--- config.mk ---
export PLATFORM = sky130hd
export DESIGN_NAME = ultra_range_rx_flat
export DESIGN_NICKNAME = d
export VERILOG_FILES = /design/src/rtl/ultra_range_rx_if.sv /design/src/rtl/ultra_range_rx.sv /design/src/flat_wrapper.sv
export SDC_FILE = /design/constraint.sdc
export NUM_CORES = 1
export LEC_CHECK = 0
export CAP_MARGIN = 25
export CORE_MARGIN = 10
export CORE_UTILIZATION = 53
export DETAILED_ROUTE_END_ITERATION = 7
export PLACE_DENSITY = 0.74
export RECOVER_POWER = 50
export SLEW_MARGIN = 5
export SYNTH_ARGS = -nofsm -noshare
export SYNTH_HDL_FRONTEND = slang
export SYNTH_SLANG_ARGS = --single-unit
export TNS_END_PERCENT = 20
--- constraint.sdc ---
create_clock -name clk -period 7.3 [get_ports clk]
set_clock_uncertainty 0.2 [all_clocks]
set_input_delay 0.73 -clock clk [delete_from_list [all_inputs] [get_ports clk]]
set_output_delay 0.73 -clock clk [all_outputs]
set_load 0.03 [all_outputs]
--- src/rtl/ultra_range_rx_if.sv ---
// Serial input and decoded outputs of the ultrasonic ranging receiver.
// The receiver drives the master side. The controller or bench uses the slave side.
interface ultra_range_rx_if;
    logic       rxd;
    logic [7:0] rx_byte;
    logic       rx_strobe;
    logic       rx_ferr;
    logic       rx_busy;
    logic [9:0] range;
    logic       range_valid;
    logic       frame_err;
    logic       near;

    modport master (
        input  rxd,
        output rx_byte, rx_strobe, rx_ferr, rx_busy,
        output range, range_valid, frame_err, near
    );

    modport slave (
        output rxd,
        input  rx_byte, rx_strobe, rx_ferr, rx_busy,
        input  range, range_valid, frame_err, near
    );
endinterface

--- src/rtl/ultra_range_rx.sv ---
// 8N1 UART receiver and "R ddd CR" frame parser for the ultrasonic ranging sensor.
// It produces a binary range, a near-obstacle flag and a raw byte stream for the controller.
module ultra_range_rx #(
    parameter int CLKS_PER_BIT = 5208,
    parameter int NEAR_THRESH  = 24
) (
    input  logic              clk,
    input  logic              reset,
    ultra_range_rx_if.master  bus
);
    localparam int CW = $clog2(CLKS_PER_BIT);
    localparam logic [CW-1:0] HALF_CNT = CW'(CLKS_PER_BIT / 2 - 1);
    localparam logic [CW-1:0] BIT_CNT  = CW'(CLKS_PER_BIT - 1);
    localparam logic [9:0]    NEAR_T   = 10'(NEAR_THRESH);

    typedef enum logic [2:0] {U_IDLE, U_START, U_DATA, U_STOP, U_WAIT} u_state_t;
    typedef enum logic [2:0] {P_IDLE, P_D0, P_D1, P_D2, P_CR} p_state_t;

    logic          rxd_meta, rxs;
    u_state_t      u_state, u_nxt;
    logic [CW-1:0] cnt, cnt_nxt;
    logic [2:0]    bit_idx, bit_nxt;
    logic [7:0]    shreg, sh_nxt;
    logic [7:0]    rx_byte_q, byte_nxt;
    logic          strobe_q, strobe_nxt;
    logic          uferr_q, uferr_nxt;

    p_state_t      p_state, p_nxt;
    logic [9:0]    acc, acc_nxt;
    logic [9:0]    range_q, range_nxt;
    logic          near_q, near_nxt;
    logic          valid_q, valid_nxt;
    logic          ferr_q, ferr_nxt;

    // rxd is asynchronous, so it passes through a two-flop synchronizer that idles high.
    always_ff @(posedge clk or negedge reset) begin
        if (!reset) begin
            rxd_meta <= 1'b1;
            rxs      <= 1'b1;
        end else begin
            rxd_meta <= bus.rxd;
            rxs      <= rxd_meta;
        end
    end

    always_ff @(posedge clk or negedge reset) begin
        if (!reset) begin
            u_state   <= U_IDLE;
            cnt       <= '0;
            bit_idx   <= '0;
            shreg     <= '0;
            rx_byte_q <= '0;
            strobe_q  <= 1'b0;
            uferr_q   <= 1'b0;
        end else begin
            u_state   <= u_nxt;
            cnt       <= cnt_nxt;
            bit_idx   <= bit_nxt;
            shreg     <= sh_nxt;
            rx_byte_q <= byte_nxt;
            strobe_q  <= strobe_nxt;
            uferr_q   <= uferr_nxt;
        end
    end

    // The counter starts at the half-bit point, so every later expiry lands at mid-bit.
    always_comb begin
        u_nxt      = u_state;
        cnt_nxt    = cnt;
        bit_nxt    = bit_idx;
        sh_nxt     = shreg;
        byte_nxt   = rx_byte_q;
        strobe_nxt = 1'b0;
        uferr_nxt  = 1'b0;
        case (u_state)
            U_IDLE: if (!rxs) begin
                cnt_nxt = HALF_CNT;
                u_nxt   = U_START;
            end
            U_START: if (cnt == '0) begin
                if (!rxs) begin
                    u_nxt   = U_DATA;
                    cnt_nxt = BIT_CNT;
                    bit_nxt = '0;
                end else begin
                    u_nxt = U_IDLE;
                end
            end else begin
                cnt_nxt = cnt - 1'b1;
            end
            U_DATA: if (cnt == '0) begin
                sh_nxt  = {rxs, shreg[7:1]};
                cnt_nxt = BIT_CNT;
                bit_nxt = bit_idx + 3'd1;
                if (bit_idx == 3'd7) u_nxt = U_STOP;
            end else begin
                cnt_nxt = cnt - 1'b1;
            end
            U_STOP: if (cnt == '0) begin
                if (rxs) begin
                    byte_nxt   = shreg;
                    strobe_nxt = 1'b1;
                    u_nxt      = U_IDLE;
                end else begin
                    uferr_nxt = 1'b1;
                    u_nxt     = U_WAIT;
                end
            end else begin
                cnt_nxt = cnt - 1'b1;
            end
            U_WAIT: if (rxs) u_nxt = U_IDLE;
            default: u_nxt = U_IDLE;
        endcase
    end

    always_ff @(posedge clk or negedge reset) begin
        if (!reset) begin
            p_state <= P_IDLE;
            acc     <= '0;
            range_q <= '0;
            near_q  <= 1'b0;
            valid_q <= 1'b0;
            ferr_q  <= 1'b0;
        end else begin
            p_state <= p_nxt;
            acc     <= acc_nxt;
            range_q <= range_nxt;
            near_q  <= near_nxt;
            valid_q <= valid_nxt;
            ferr_q  <= ferr_nxt;
        end
    end

    // An 'R' always starts a new frame. It is an error only if it interrupts a partial frame.
    always_comb begin
        p_nxt     = p_state;
        acc_nxt   = acc;
        range_nxt = range_q;
        near_nxt  = near_q;
        valid_nxt = 1'b0;
        ferr_nxt  = 1'b0;
        if (strobe_q) begin
            if (rx_byte_q == 8'h52) begin
                ferr_nxt = (p_state != P_IDLE);
                acc_nxt  = '0;
                p_nxt    = P_D0;
            end else begin
                case (p_state)
                    P_D0, P_D1, P_D2: begin
                        if (rx_byte_q >= 8'h30 && rx_byte_q <= 8'h39) begin
                            acc_nxt = (acc << 3) + (acc << 1) + {6'd0, rx_byte_q[3:0]};
                            p_nxt   = (p_state == P_D0) ? P_D1 :
                                      (p_state == P_D1) ? P_D2 : P_CR;
                        end else begin
                            ferr_nxt = 1'b1;
                            p_nxt    = P_IDLE;
                        end
                    end
                    P_CR: begin
                        if (rx_byte_q == 8'h0D) begin
                            range_nxt = acc;
                            near_nxt  = (acc < NEAR_T);
                            valid_nxt = 1'b1;
                        end else begin
                            ferr_nxt = 1'b1;
                        end
                        p_nxt = P_IDLE;
                    end
                    default: p_nxt = P_IDLE;
                endcase
            end
        end else if (uferr_q && p_state != P_IDLE) begin
            ferr_nxt = 1'b1;
            p_nxt    = P_IDLE;
        end
    end

    assign bus.rx_byte     = rx_byte_q;
    assign bus.rx_strobe   = strobe_q;
    assign bus.rx_ferr     = uferr_q;
    assign bus.rx_busy     = (u_state == U_DATA) || (u_state == U_STOP);
    assign bus.range       = range_q;
    assign bus.range_valid = valid_q;
    assign bus.frame_err   = ferr_q;
    assign bus.near        = near_q;
endmodule

--- src/flat_wrapper.sv ---
// flat-port wrapper written by rule: the top's interface ports become plain ports
module ultra_range_rx_flat 
#(
    parameter int CLKS_PER_BIT = 5208,
    parameter int NEAR_THRESH  = 24
)
  (clk, reset, bus_rxd, bus_rx_byte, bus_rx_strobe, bus_rx_ferr, bus_rx_busy, bus_range, bus_range_valid, bus_frame_err, bus_near);
  ultra_range_rx_if bus_i ();
  input  logic clk;
  input  logic reset;
  input wire logic [$bits(bus_i.rxd)-1:0] bus_rxd;
  output wire logic [$bits(bus_i.rx_byte)-1:0] bus_rx_byte;
  output wire logic [$bits(bus_i.rx_strobe)-1:0] bus_rx_strobe;
  output wire logic [$bits(bus_i.rx_ferr)-1:0] bus_rx_ferr;
  output wire logic [$bits(bus_i.rx_busy)-1:0] bus_rx_busy;
  output wire logic [$bits(bus_i.range)-1:0] bus_range;
  output wire logic [$bits(bus_i.range_valid)-1:0] bus_range_valid;
  output wire logic [$bits(bus_i.frame_err)-1:0] bus_frame_err;
  output wire logic [$bits(bus_i.near)-1:0] bus_near;
  assign bus_i.rxd = bus_rxd;
  assign bus_rx_byte = bus_i.rx_byte;
  assign bus_rx_strobe = bus_i.rx_strobe;
  assign bus_rx_ferr = bus_i.rx_ferr;
  assign bus_rx_busy = bus_i.rx_busy;
  assign bus_range = bus_i.range;
  assign bus_range_valid = bus_i.range_valid;
  assign bus_frame_err = bus_i.frame_err;
  assign bus_near = bus_i.near;
  ultra_range_rx #(.CLKS_PER_BIT(CLKS_PER_BIT), .NEAR_THRESH(NEAR_THRESH)) u_core (.clk(clk), .reset(reset), .bus(bus_i));
endmodule
======== After elaboration in Yosys (flattened, before gate mapping) ========
Index checks and enable logic that the tools add are counted.
operators by class
  $add $sub $neg .......................... 4
  order comparisons ....................... 3
  equality and inequality tests ........... 20
  multiplexer cells ....................... 45
  bitwise operators ....................... 1
  reduce and logical (&&, ||, !) cells .... 19
operator list
  operator                 number
  $mux W13                 5
  $pmux W13 S4             1
  $mux W3                  17
  $mux W10                 3
  $mux W1                  15
  $pmux W3 S5              1
  $logic_not A13 Y1        1
  $sub A13 B1 Y13 const B  1
  $eq A3 B2 Y1 const B     4
  $reduce_and A4 Y1        3
  $add A10 B10 Y10         1
  $add A10 B4 Y10          1
  $lt A10 B5 Y1 const B    1
  $ne A2 B1 Y1 const B     5
  $eq A3 B3 Y1 const B     3
  $eq A8 B4 Y1 const B     1
  $eq A8 B7 Y1 const B     1
  $ge A8 B6 Y1 const B     1
  $le A8 B6 Y1 const B     1
  $reduce_bool A2 Y1       4
  $eq A3 B1 Y1 const B     2
  $ne A2 B2 Y1 const B     3
  $pmux W3 S2              1
  $reduce_and A3 Y1        2
  13 further kinds         14
word-level totals
  register bits ........................... 65
  input bits .............................. 3
  output and inout port bits .............. 24
  logic and storage cells ................. 107

======== Depth between registers and ports, before layout ========
  depth in word-level cells ............... 7
  gate-level depth with buffers ........... 9
  mapped depth without buffers ............ 9

======== Least setup slack after synthesis ========
No wires, ideal clock.
  path type ............................... reg-to-reg
  start ................................... register u_core.rx_byte_q[3] (netlist: u_core.bus.rx_byte[3])
  end ..................................... register u_core.acc[8]
  setup time .............................. 0.121 ns
  arrival time ............................ 2.482 ns
  data required time ...................... 6.979 ns
  setup slack ............................. 4.497 ns
  cell stages (with the launch flop) ...... 10
  cells stage by stage .................... dfrtp_1 inv_1 fa_1 inv_1 fa_1 a211oi_1 o21bai_1 a21oi_1 xnor2_1 a22o_1
on the way
  cells in the longest elaborated chain, start to end .. 4
RTL lines
  item                                             RTL line               text
  start: declaration                               ultra_range_rx.sv:24   logic [7:0] rx_byte_q, byte_nxt;
  start signal: assignment                         ultra_range_rx.sv:60   rx_byte_q <= byte_nxt;
  $add A10 B4 Y10 (tied with other cells)          ultra_range_rx.sv:151  acc_nxt = (acc << 3) + (acc << 1) + {6'd0, rx_byte_q[3:0]};
  $mux W10 or $logic_and A1 B1 Y1 (tied branches)  ultra_range_rx.sv:150  if (rx_byte_q >= 8'h30 && rx_byte_q <= 8'h39) begin
  $mux W10 or $reduce_bool A2 Y1 (tied branches)   --
  $mux W10 or $reduce_and A3 Y1 (tied branches)    --
  end signal: assignment                           ultra_range_rx.sv:126  acc <= acc_nxt;
  end: declaration                                 ultra_range_rx.sv:29   logic [9:0] acc, acc_nxt;
Several ways; a longest one is shown, not always the timed one. The select of a mux whose other input is x is not followed.
A chain may end at the register's enable or synchronous reset.

==> impl_metrics.yaml <==
global_routing:
  antenna_found_initial: 0
  grt_pass1_vias: 2545
  grt_overflow: 0
  grt_max_degree: 66
  track_usage_pct: 14.5
  grt_pass1_wl_um: 11900
timing:
  final.min_clock_period_ns: 3.80
  hold_viol: 0
  fin_crit_sh_pct: 52.1
  fin_tns_setup_ns: 0
  grt_setup_unrepaired: "false"
  fin_ws_ns: 3.50
  setup_viol: 0
  worst_slew_pin_slew_ns: 3.46
  slew_headroom_pct: -130
  fmax_mhz: 263
  report.final.slew_viol_count: 66
die:
  ios: 27
  die_h_um: 99.9
  die-area_um2: 9980
  start_util_pct: 53.9
  rows: 29
  die_w_um: 99.9
  coreArea_um2: 6280
worst_setup_path:
  cp_max_fo: 65
  slowest_stage: "clkbuf_1"
  slowest_delay_ns: 2.43
  critPathKind: "in2async"
  critical_path_required_ns: 6.76
  worstSetupStartpointType: "input pin"
  rr_startpoint: "u_core.cnt[0]"
  path_cells: "buf_2, clkbuf_1"
  cp_top_family: "buffers and inverters"
  arrival_ns: 3.26
  ff2ff_setup_slack_ns: 4.28
  worstReg2RegEnd: "u_core.cnt[6]"
  r2r_cells: 7
  cp-end-kind: "asynchronous set/reset pin"
  crit_buf_inv: 2
detailed_routing:
  vias_per_cell: 5.78
  wl_per_cell_um: 15.6
  firstDrtPassIters: 4
  route.detailed.drc: 0
  ant_nets: 0
  drt_iter0_drc: 166
  drt_wl_total_um: 6930
  num_vias: 2571
finish:
  drive_gt1_share_pct: 9.78
  stdcell_area_um2: 3960
  finalNetCount: 386
  area_delta_synth_final_pct: 16.9
  antenna_cells: 0
  fillers: 491
yosys:
  synthCells: 335
  synth_cell_types: 56
  synth_area_leader_cell: "dfrtp_1"
  syn_nets: 358
  netlist.area_leader.share_pct: 46.6
  synthTopCellsByCount: "dfrtp_1, nand2_1, nor2_1, o21ai_0, ha_1"
  yosys-top-cells-area: "dfrtp_1, ha_1, nand2_1"
  synthFlopType: "dfrtp_1"
  synth-edff-count: 0
  avgSynthCellArea_um2: 10.1
  synth.most_common_cell: "dfrtp_1"
  yosysWarnings: 0
  synth.yosys.seq_area_share_pct: 48.2
  syn_area_um2: 3380
  async_reset_ff_share_pct: 100
  synth-seq-cells: 65
power:
  power_density_nw_per_um2: 196
  sequentialPowerShare_pct: 46.7
  p_leak_nw: 1.88
  switching_share_pct: 19.4
  vdd.ir_drop.worst_v: 0.000164
  power_switching_mw: 0.150
  p_int_mw: 0.624
  p_comb_share_pct: 1.1
  p_clk_share_pct: 52.2
cts:
  htree_levels: 3
  clkLatencyLatePin_ns: 0.33
  cts_buffer_depth: 2
  cts-resized-gates: 0
  clkSlewWorstSetupHoldPaths_ns: 0.07
  cts_buffers: 9
  cts-root-buf: "clkbuf_8"
  cts_tree: "built"
  clkSinkCount: 65
  cts_hold_buf: 0
  post-cts-setup-buffers: 0
outcome:
  status: "finished with violations"
  violations: "capacitance limit, slew limit"
min_path:
  holdPathStages: 0
  hold_class: "reg2reg"
  worstHoldStart: "u_core.rxd_meta"
  hold_end: "u_core.rxs"
job:
  cap_viol_max_count: 1
placed_design:
  dpl-instance-area_um2: 3700
  pre_cts_ws_ns: 4.32
  place_congestion: 0.838
  io_buffers: 26
  dp_hpwl_um: 4880
==> routing by layer <==
layer,share of wire (%),up-vias,track usage [%]
li1,-,1269,-
met1,48,1225,18.9
met2,45,65,22.0
met3,5.9,12,3.85
met4,1.6,0,6.17
met5,0,-,0
==> power by group through the flow <==
| stage | clock network (mW) | registers [mW] | logic [mW] |
|---|---|---|---|
| final | 0.404 | 0.362 | 0.00866 |
| after global routing | 0.426 | 0.362 | 0.0103 |
| after CTS | 0.411 | 0.361 | 0.00956 |
| after detailed placement | 0 | 0.368 | 0.00947 |
| after global placement | 0 | 0.368 | 0.00947 |
| after floorplan | 0 | 0.368 | 0.000967 |
==> per-stage QoR <==
step / utilization [%] / power [mW] / cells / hold WS [ns]
final: 63.0 / 0.774 / 445 / 0.158
after CTS: 63.2 / 0.782 / 445 / 0.160
after global routing: 63.0 / 0.798 / 445 / 0.161
after floorplan: - / 0.369 / 335 / 0.145
after detailed placement: 59.0 / 0.378 / 429 / 0.149
after global placement: 59.0 / 0.378 / 429 / 0.148
==> logic make-up (layout without fill, tap and decap cells) <==
kind of cell	Yosys count	in the layout	share of synthesized area (%)
flops	65	65	48.2
mux	14	14	4.73
compound gates	81	81	16.2
xor+xnor	8	8	2.07
buf+inv	24	57	2.85
simple gates	123	123	18.2
fa+ha+maj	20	20	7.84
==> layout make-up <==
class                      count  area, um^2  area share [%]
inverter                      13        48.8            1.23
sequential                    65        1630            41.2
clock buffer                   9         124            3.13
tap                           77        96.3            2.44
multi-input combinational    246        1650            41.8
timing repair buffer          28         263            6.64
clock inverter                 7         143            3.61
==> how the worst max path moves through the flow <==
stage | startpoint | to | slack, ns | cells past startpoint
after global routing | reset | u_core.cnt[9] | 2.80 | 2
after global placement | u_core.cnt[0] | u_core.cnt[4] | 4.47 | 7
after CTS | u_core.cnt[0] | u_core.cnt[6] | 4.31 | 7
after detailed placement | u_core.cnt[0] | u_core.cnt[6] | 4.32 | 7
after floorplan | u_core.bus.rx_byte[3] | u_core.acc[8] | 4.50 | 9
final | reset | u_core.cnt[7] | 3.50 | 2
==> sequential cells by signal (all words and copies together) (netlist names) <==
name                    flops
u_core.rxs                  1
u_core.acc                 10
u_core.p_state              3
u_core.cnt                 13
u_core.bus.frame_err        1
u_core.bus.range           10
u_core.u_state              3
u_core.bus.rx_ferr          1
u_core.bus.rx_byte          8
u_core.bus.near             1
u_core.bit_idx              3
u_core.bus.rx_strobe        1
u_core.rxd_meta             1
u_core.bus.range_valid      1
u_core.shreg                8
==> cells in the final DEF (no fill, tap or decap), types with 5 or more instances in the layout <==
master / count
nor3_1: 7
clkbuf_8: 9
a21oi_1: 13
o21ai_0: 21
mux2_2: 12
clkdlybuf4s50_1: 21
a211oi_1: 5
dfrtp_1: 63
nor2_1: 21
a22o_1: 9
nor4_1: 6
inv_1: 13
nand2_1: 55
xnor2_1: 6
ha_1: 18
Power figures use the tool's default switching activity.
